`config.mk`:
```
export PLATFORM = sky130hd
export DESIGN_NAME = mem_port_arbiter
export DESIGN_NICKNAME = d
export VERILOG_FILES = /design/src/rtl/mem_port_arbiter.sv
export SDC_FILE = /design/constraint.sdc
export NUM_CORES = 1
export LEC_CHECK = 0
export BUFFER_PORTS_ARGS = -buffer_cell sky130_fd_sc_hd__buf_2
export CAP_MARGIN = 30
export CORE_MARGIN = 2
export CORE_UTILIZATION = 46
export DETAILED_ROUTE_END_ITERATION = 8
export PLACE_DENSITY = 0.83
export SYNTH_ARGS = -nofsm -noshare
export SYNTH_HDL_FRONTEND = slang
export SYNTH_SLANG_ARGS = --single-unit
```
`constraint.sdc`:
```
create_clock -name clk -period 2.2 [get_ports clk]
set_input_delay 0.11 -clock clk [delete_from_list [all_inputs] [get_ports clk]]
set_output_delay 0.11 -clock clk [all_outputs]
set_load 0.005 [all_outputs]
```
`src/rtl/mem_port_arbiter.sv`:
```
// mem_port_arbiter: shares one synchronous memory port between two requesters
// (port 0 = core fetch/load/store, port 1 = loader/DMA). One access is in flight
// at a time: IDLE samples requests, ISSUE drives the memory for one cycle and
// pulses the grant, and WAIT counts out the read latency before returning data.
// Optional feature macro: ARB_ROUND_ROBIN_EN selects round-robin arbitration;
// when it is undefined, port 0 has fixed priority.
`timescale 1ns/1ps

module mem_port_arbiter #(
    parameter int unsigned AW      = 32,
    parameter int unsigned DW      = 32,
    parameter int unsigned MEM_LAT = 1
) (
    input  logic          clk,
    input  logic          rst,
    input  logic          req0,
    input  logic          req1,
    input  logic          we0,
    input  logic          we1,
    input  logic [AW-1:0] addr0,
    input  logic [AW-1:0] addr1,
    input  logic [DW-1:0] wdata0,
    input  logic [DW-1:0] wdata1,
    output logic          gnt0,
    output logic          gnt1,
    output logic          rvalid0,
    output logic          rvalid1,
    output logic [DW-1:0] rdata0,
    output logic [DW-1:0] rdata1,
    output logic          mem_en,
    output logic          mem_we,
    output logic [AW-1:0] mem_addr,
    output logic [DW-1:0] mem_wdata,
    input  logic [DW-1:0] mem_rdata,
    output logic          busy
);

    // Wait counter holds MEM_LAT-1, and MEM_LAT is at most 4
    localparam int unsigned   CW       = 2;
    localparam logic [CW-1:0] CNT_LOAD = CW'(MEM_LAT - 1);

    localparam logic [1:0] S_IDLE  = 2'd0;
    localparam logic [1:0] S_ISSUE = 2'd1;
    localparam logic [1:0] S_WAIT  = 2'd2;

    logic [1:0]    r_state,     w_state_nxt;
    logic          r_owner,     w_owner_nxt;
    logic          r_we,        w_we_nxt;
    logic [CW-1:0] r_cnt,       w_cnt_nxt;
    logic          r_gnt0,      w_gnt0_nxt;
    logic          r_gnt1,      w_gnt1_nxt;
    logic          r_rvalid0,   w_rvalid0_nxt;
    logic          r_rvalid1,   w_rvalid1_nxt;
    logic [DW-1:0] r_rdata0,    w_rdata0_nxt;
    logic [DW-1:0] r_rdata1,    w_rdata1_nxt;
    logic          r_mem_en,    w_mem_en_nxt;
    logic          r_mem_we,    w_mem_we_nxt;
    logic [AW-1:0] r_mem_addr,  w_mem_addr_nxt;
    logic [DW-1:0] r_mem_wdata, w_mem_wdata_nxt;
    logic          r_busy,      w_busy_nxt;

    logic          w_any_req;
    logic          w_pick1;

    assign w_any_req = req0 | req1;

`ifdef ARB_ROUND_ROBIN_EN
    // Port granted most recently; reset value 1 makes port 0 win the first tie
    logic r_last;

    // Winner select: on a tie, the port not granted most recently wins
    always_comb begin
        w_pick1 = req1 & (~req0 | ~r_last);
    end

    // Pointer follows every grant made in IDLE
    always_ff @(posedge clk or negedge rst) begin
        if (!rst) begin
            r_last <= 1'b1;
        end else if (r_state == S_IDLE && w_any_req) begin
            r_last <= w_pick1;
        end
    end
`else
    // Winner select: port 0 always wins a tie
    always_comb begin
        w_pick1 = req1 & ~req0;
    end
`endif

    // State and registered-output register
    always_ff @(posedge clk or negedge rst) begin
        if (!rst) begin
            r_state     <= S_IDLE;
            r_owner     <= 1'b0;
            r_we        <= 1'b0;
            r_cnt       <= '0;
            r_gnt0      <= 1'b0;
            r_gnt1      <= 1'b0;
            r_rvalid0   <= 1'b0;
            r_rvalid1   <= 1'b0;
            r_rdata0    <= '0;
            r_rdata1    <= '0;
            r_mem_en    <= 1'b0;
            r_mem_we    <= 1'b0;
            r_mem_addr  <= '0;
            r_mem_wdata <= '0;
            r_busy      <= 1'b0;
        end else begin
            r_state     <= w_state_nxt;
            r_owner     <= w_owner_nxt;
            r_we        <= w_we_nxt;
            r_cnt       <= w_cnt_nxt;
            r_gnt0      <= w_gnt0_nxt;
            r_gnt1      <= w_gnt1_nxt;
            r_rvalid0   <= w_rvalid0_nxt;
            r_rvalid1   <= w_rvalid1_nxt;
            r_rdata0    <= w_rdata0_nxt;
            r_rdata1    <= w_rdata1_nxt;
            r_mem_en    <= w_mem_en_nxt;
            r_mem_we    <= w_mem_we_nxt;
            r_mem_addr  <= w_mem_addr_nxt;
            r_mem_wdata <= w_mem_wdata_nxt;
            r_busy      <= w_busy_nxt;
        end
    end

    // Next state and next values of the registered outputs
    always_comb begin
        w_state_nxt     = r_state;
        w_owner_nxt     = r_owner;
        w_we_nxt        = r_we;
        w_cnt_nxt       = r_cnt;
        w_gnt0_nxt      = 1'b0;
        w_gnt1_nxt      = 1'b0;
        w_rvalid0_nxt   = 1'b0;
        w_rvalid1_nxt   = 1'b0;
        w_rdata0_nxt    = r_rdata0;
        w_rdata1_nxt    = r_rdata1;
        w_mem_en_nxt    = 1'b0;
        w_mem_we_nxt    = 1'b0;
        w_mem_addr_nxt  = r_mem_addr;
        w_mem_wdata_nxt = r_mem_wdata;

        case (r_state)
            S_IDLE: begin
                if (w_any_req) begin
                    // The memory address/data registers double as the latched access
                    w_state_nxt     = S_ISSUE;
                    w_owner_nxt     = w_pick1;
                    w_we_nxt        = w_pick1 ? we1 : we0;
                    w_gnt0_nxt      = ~w_pick1;
                    w_gnt1_nxt      = w_pick1;
                    w_mem_en_nxt    = 1'b1;
                    w_mem_we_nxt    = w_pick1 ? we1 : we0;
                    w_mem_addr_nxt  = w_pick1 ? addr1 : addr0;
                    w_mem_wdata_nxt = w_pick1 ? wdata1 : wdata0;
                end
            end
            S_ISSUE: begin
                if (r_we) begin
                    w_state_nxt = S_IDLE;
                end else begin
                    w_state_nxt = S_WAIT;
                    w_cnt_nxt   = CNT_LOAD;
                end
            end
            S_WAIT: begin
                if (r_cnt == '0) begin
                    w_state_nxt = S_IDLE;
                    if (r_owner) begin
                        w_rdata1_nxt  = mem_rdata;
                        w_rvalid1_nxt = 1'b1;
                    end else begin
                        w_rdata0_nxt  = mem_rdata;
                        w_rvalid0_nxt = 1'b1;
                    end
                end else begin
                    w_cnt_nxt = r_cnt - CW'(1);
                end
            end
            default: begin
                w_state_nxt = S_IDLE;
            end
        endcase

        w_busy_nxt = (w_state_nxt != S_IDLE);
    end

    assign gnt0      = r_gnt0;
    assign gnt1      = r_gnt1;
    assign rvalid0   = r_rvalid0;
    assign rvalid1   = r_rvalid1;
    assign rdata0    = r_rdata0;
    assign rdata1    = r_rdata1;
    assign mem_en    = r_mem_en;
    assign mem_we    = r_mem_we;
    assign mem_addr  = r_mem_addr;
    assign mem_wdata = r_mem_wdata;
    assign busy      = r_busy;

endmodule

```
Word level (Yosys, flattened, before mapping)
Cells that the tools add are included.
- bits in registers: 141
- input bits: 166
- output and inout bits: 135
- word-level logic and storage cells: 57
- add/subtract/negate cells: 1
- eq/ne operators: 4
- mux-type cells: 24
- bitwise operators: 5
- reductions and logical operators: 8
- operators with widths (kind ; number):
    two-way mux 32 bit ; 2
    two-way mux 1 bit ; 15
    two-way mux 2 bit ; 5
    AND reduction 3 bit ; 3
    case mux 2 bit (3 select lines) ; 1
    zero test 2 bit ; 2
    inequality test 2 bit (second input constant) ; 2
    case mux 2 bit (2 select lines) ; 1
    nonzero test 2 bit ; 2
    NOT 1 bit ; 3
    == test 2 x 1 -> 1 bit (second input constant) ; 1
    == test 2 bit (second input constant) ; 1
    AND reduction 2 bit ; 1
    subtractor 2 x 1 -> 2 bit (second input constant) ; 1
    bitwise AND 1 bit ; 1
    OR 1 bit ; 1

Longest topological paths before layout
- word-level depth: 5
- mapped depth: 6

Worst setup path after synthesis
Ideal clock, no wire load.
- path type: reg-to-reg
- start: register r_cnt[0]
- end: register r_rdata0[10], in the netlist rdata0[10]
- library setup time: 0.125 ns
- arrival: 1.399 ns
- required time: 2.075 ns
- setup slack: 0.676 ns
- stages on the path, launching flop included: 7
- path buffers: 2
- clock period less this slack: 1.524 ns
- cells stage by stage: dfrtp_1 > inv_1 > ha_1 > and4bb_2 > buf_6 > buf_6 > mux2_2
- cells in the longest elaborated chain, start to end: 2
- ends and longest elaborated chain (what ; line ; text):
    start: declaration ; 49 ; logic [CW-1:0] r_cnt, w_cnt_nxt;
    start signal: assignment ; 113 ; r_cnt <= w_cnt_nxt;
    zero test 2 bit ; 169 ; if (r_cnt == '0) begin
    AND reduction 3 bit (no source line) ; - ;
    end signal: assignment ; 118 ; r_rdata0 <= w_rdata0_nxt;
    end: declaration ; 54 ; logic [DW-1:0] r_rdata0, w_rdata0_nxt;
Every way passes these cells.
A chain may end at the register's enable or synchronous reset.

Worst setup path in the final report
- start: input port req1
- end: register r_mem_addr[12], in the netlist mem_addr[12]
- cells in the longest elaborated chain, start to end: 2
- elaborated cells on any way between the ends: 4
- classes of those cells: 1 x mux; 2 x bitwise; 1 x reduce/logical
- ends and longest elaborated chain (what ; line ; text):
    start: declaration ; 17 ; input logic req1,
    bitwise AND 1 bit or OR 1 bit (tied branches) ; 87, 65 ;
    two-way mux 32 bit or AND reduction 2 bit (tied branches) ; - ;
    end signal: assignment ; 122 ; r_mem_addr <= w_mem_addr_nxt;
    end: declaration ; 58 ; logic [AW-1:0] r_mem_addr, w_mem_addr_nxt;
Parallel ways exist; a longest one is shown, timed or not.

==> PnR_summary.wiki <==
{| class="wikitable"
! Metric !! Value
|-
| Critical setup path kind || in2reg
|-
| Number of input and output port buffers inserted || 300
|-
| Pin slew with the least headroom to its limit || about 0.65 ns
|-
| Synth Net Count || between 600 and 700
|-
| DP Wirelength || between 10 and 15 mm
|-
| CP Launch Type || primary input
|-
| First-pass GRT wire length || between 30 and 40 mm
|-
| Vertical extent of the die || 118 um
|-
| Post-CTS setup buffer count || 0
|-
| Cell chosen for the clock root || sky130_fd_sc_hd__clkbuf_16
|-
| Ys flop type || sky130_fd_sc_hd__dfrtp_1
|-
| Overall Global Routing Usage || between 20% and 30%
|-
| Final critical-path required period || 1.74 ns
|-
| Yosys reg bits || between 100 and 150
|-
| Initial antenna violation count || 1
|-
| Fraction of final layout cells sized beyond drive strength 1 || between 40 and 50%
|-
| Pwr dens || 1270 mW/mm^2
|-
| Placement row count || 41
|-
| Vias per cell || 5.35
|-
| Buffer depth of the longest clock path || 2
|-
| Largest driver fanout on the critical path || 25
|-
| Data required time of the worst path || roughly 2.5 ns
|-
| Nets || 1,045
|-
| Initial core utilization || 47.2%
|-
| Depth of the worst register-to-register path || 5
|-
| Top cell type by total area after synthesis || sky130_fd_sc_hd__dfrtp_1
|-
| Data arrival time of the worst path || a little under 2 ns
|-
| Min-Delay Path Class || in2reg
|-
| Remaining design rule violation count || 0
|-
| Maximum number of pins on one net before global-route repair || 66
|-
| End point of the worst hold path || mem_wdata[1]
|-
| Synthesis-to-finish area growth || 59.0%
|-
| Endpoint of the worst-slack reg-to-reg timing path || rdata1[7]
|-
| Unrepaired setup endpoints after global routing || no
|-
| Number of max-capacitance violations reported || 0
|-
| Normalized max-slew margin || ~56%
|-
| Fraction of synthesized cell area taken by the top area cell type || between 50% and 60%
|-
| Gate count of the mapped netlist || approximately 460
|-
| Setup TNS || 0 ns
|-
| Hold wc startpoint || wdata1[1]
|-
| Summed instance area of the synthesized netlist || 0.00598 sq mm
|-
| Average routed wire per standard cell || around 19 um
|-
| Number of hold violations in the final report || 0
|-
| Core Region || roughly 0.013 sq mm
|-
| Hold path depth || 3
|-
| Chip Width || 118 um
|-
| Share of the core filled with cells in the final layout || between 70% and 80%
|-
| Mean area per synthesized cell || 12.9 sq um
|-
| Number of instances resized during post-cts repair || 0
|-
| Number of detailed-route iterations in the first pass || 5
|-
| CTS tree || yes
|-
| Top cells by count, synth || 141 x sky130_fd_sc_hd__dfrtp_1, 115 x sky130_fd_sc_hd__o21ai_0, 64 x sky130_fd_sc_hd__mux2_2, 64 x sky130_fd_sc_hd__mux2i_1, 17 x sky130_fd_sc_hd__clkbuf_1
|-
| Total overflow reported by the global router || 0
|-
| Post-synthesis sequential area ratio || between 50% and 60%
|-
| Final GP Congestion || a little over 0.8
|-
| Highest ir drop seen on vdd || 0.543 mV
|-
| H-Tree Level Count || 4
|-
| Final setup violating endpoints || 0
|-
| Number of global-route vias before repair || 6,206
|-
| Period Utilization, post-route || between 70% and 80%
|-
| Final number of max-transition violations || 0
|-
| Leading post-synthesis cells by cell area || sky130_fd_sc_hd__dfrtp_1 59%, sky130_fd_sc_hd__mux2_2 12%, sky130_fd_sc_hd__mux2i_1 11%
|-
| Distinct cell type count after synthesis || 26
|-
| Total wire length || a little over 20 mm
|-
| Number of buffers created by CTS || 17
|-
| Detailed router's first-iteration violation count || between 400 and 500
|-
| CP endpoint kind || flip-flop
|-
| CTS clock-pin slew for the worst setup and hold paths || about 0.06 ns
|-
| Via count || 5,697
|-
| Peak clock frequency supported by timing || between 0.5 and 0.6 GHz
|-
| Count of nets left with antenna violations after detail routing || 0
|-
| Clock sink count || between 100 and 150
|-
| Total Die Area || 0.0139 sq mm
|-
| Worst Clk Skew || 0.00514 ns
|-
| Number of flops mapped to enable cells by yosys || 0
|-
| Top Ports || 301
|-
| FF-to-FF setup slack || 0.51 ns
|-
| Worst-skew pair later-pin latency || 0.41 ns
|-
| Number of warnings reported in the yosys synthesis log || 0
|-
| Dominant cell by count in the synthesized netlist || sky130_fd_sc_hd__dfrtp_1
|-
| R2r startpoint || r_cnt[0]
|-
| Run status || finished, final reports clean
|-
| Asr flop ratio synth || 100%
|-
| Static Leak || 4.60 nW
|}
## what timing repair did
item	CTS	global route
endpoints found under the setup margin	0	0
endpoints found under the hold margin	169	0
hold buffers	120	0
## registers in the layout, summed over array words and instances, names as in the netlist
register	cells
rvalid0	1
mem_addr	32
r_owner	1
rdata0	32
gnt1	1
r_state	2
gnt0	1
rvalid1	1
r_we	1
rdata1	32
mem_we	1
r_cnt	2
busy	1
mem_en	1
mem_wdata	32
## worst max-delay path by stage
stage / start / endpoint / slack (ns) / cells after the start
after detailed placement: r_cnt[0] / rdata1[1] / 0.54 / 5
after global placement: r_cnt[0] / rdata1[24] / 0.60 / 5
after floorplan: r_cnt[0] / rdata0[10] / 0.68 / 6
after CTS: r_cnt[0] / rdata1[7] / 0.52 / 5
final: req1 / mem_addr[12] / 0.46 / 6
after global routing: req1 / mem_addr[12] / 0.38 / 6
## stage by stage
step | std cells | hold WS (ns) | setup slack, ns | total power [mW] | area (sq um)
floorplan | 463 | -0.186 | 0.676 | 6.53 | 5980
global placement | 911 | 0.123 | 0.596 | 8.28 | 7660
detailed placement | 911 | 0.124 | 0.544 | 8.52 | 7660
CTS | 1063 | 0.000636 | 0.523 | 11.9 | 9510
global route | 1064 | 0.0170 | 0.377 | 12.7 | 9510
finish | 1064 | 0.0207 | 0.457 | 12.1 | 9510
## power by group
group	internal [mW]	leakage, nW	total [mW]	switching [mW]
sequential	3.88	1.71	4.63	0.748
clock	2.02	0.304	3.12	1.10
combinational	2.17	2.58	4.31	2.14
total	8.07	4.60	12.1	3.99
## routing by layer
metal | vias up | global-route usage, % | part of all wire, % | wire, um
li1 | 2498 | - | - | -
met1 | 2794 | 32.9 | 37 | 7420
met2 | 342 | 50.8 | 51 | 10400
met3 | 63 | 8.38 | 8.2 | 1660
met4 | 0 | 14.6 | 3.6 | 729
met5 | - | 0 | 0 | 0
## cell type report
| cell class | instances | area [sq um] |
|---|---|---|
| Clock inverter | 13 | 213 |
| Timing Repair Buffer | 432 | 2890 |
| Antenna cell | 1 | 2.50 |
| Multi-Input combinational cell | 279 | 2200 |
| Fill cell | 772 | 3160 |
| Sequential cell | 141 | 3530 |
| Tap cell | 172 | 215 |
| Clock buffer | 19 | 433 |
| Inverter | 7 | 26.3 |
## critical path, stage by stage
cell and delay [ns]:
sky130_fd_sc_hd__buf_2 0.17, sky130_fd_sc_hd__nor2b_4 0.50, sky130_fd_sc_hd__buf_12 0.28, sky130_fd_sc_hd__mux2i_1 0.24, sky130_fd_sc_hd__dlygate4sd3_1 0.57, sky130_fd_sc_hd__o21ai_0 0.11
## placed cells by master (no fill, tap or decap), types with 5 or more instances in the layout
cell type	n
sky130_fd_sc_hd__o21ai_0	115
sky130_fd_sc_hd__dfrtp_1	141
sky130_fd_sc_hd__dlygate4sd3_1	120
sky130_fd_sc_hd__clkbuf_16	17
sky130_fd_sc_hd__inv_1	7
sky130_fd_sc_hd__buf_4	5
sky130_fd_sc_hd__o21ai_1	13
sky130_fd_sc_hd__buf_12	7
sky130_fd_sc_hd__mux2i_1	64
sky130_fd_sc_hd__mux2_2	64
sky130_fd_sc_hd__bufinv_16	5
sky130_fd_sc_hd__buf_2	299
## cells by family after synthesis
group	after synthesis	share of synthesized area, %
AOI/OAI and AO/OA	135	11.9
adders and majority gates	1	0.209
buffers and inverters	43	4.50
DFF	141	59.0
muxes	128	22.8
and+or+nand+nor	15	1.67
No activity file was read; power rests on OpenSTA's default activity.
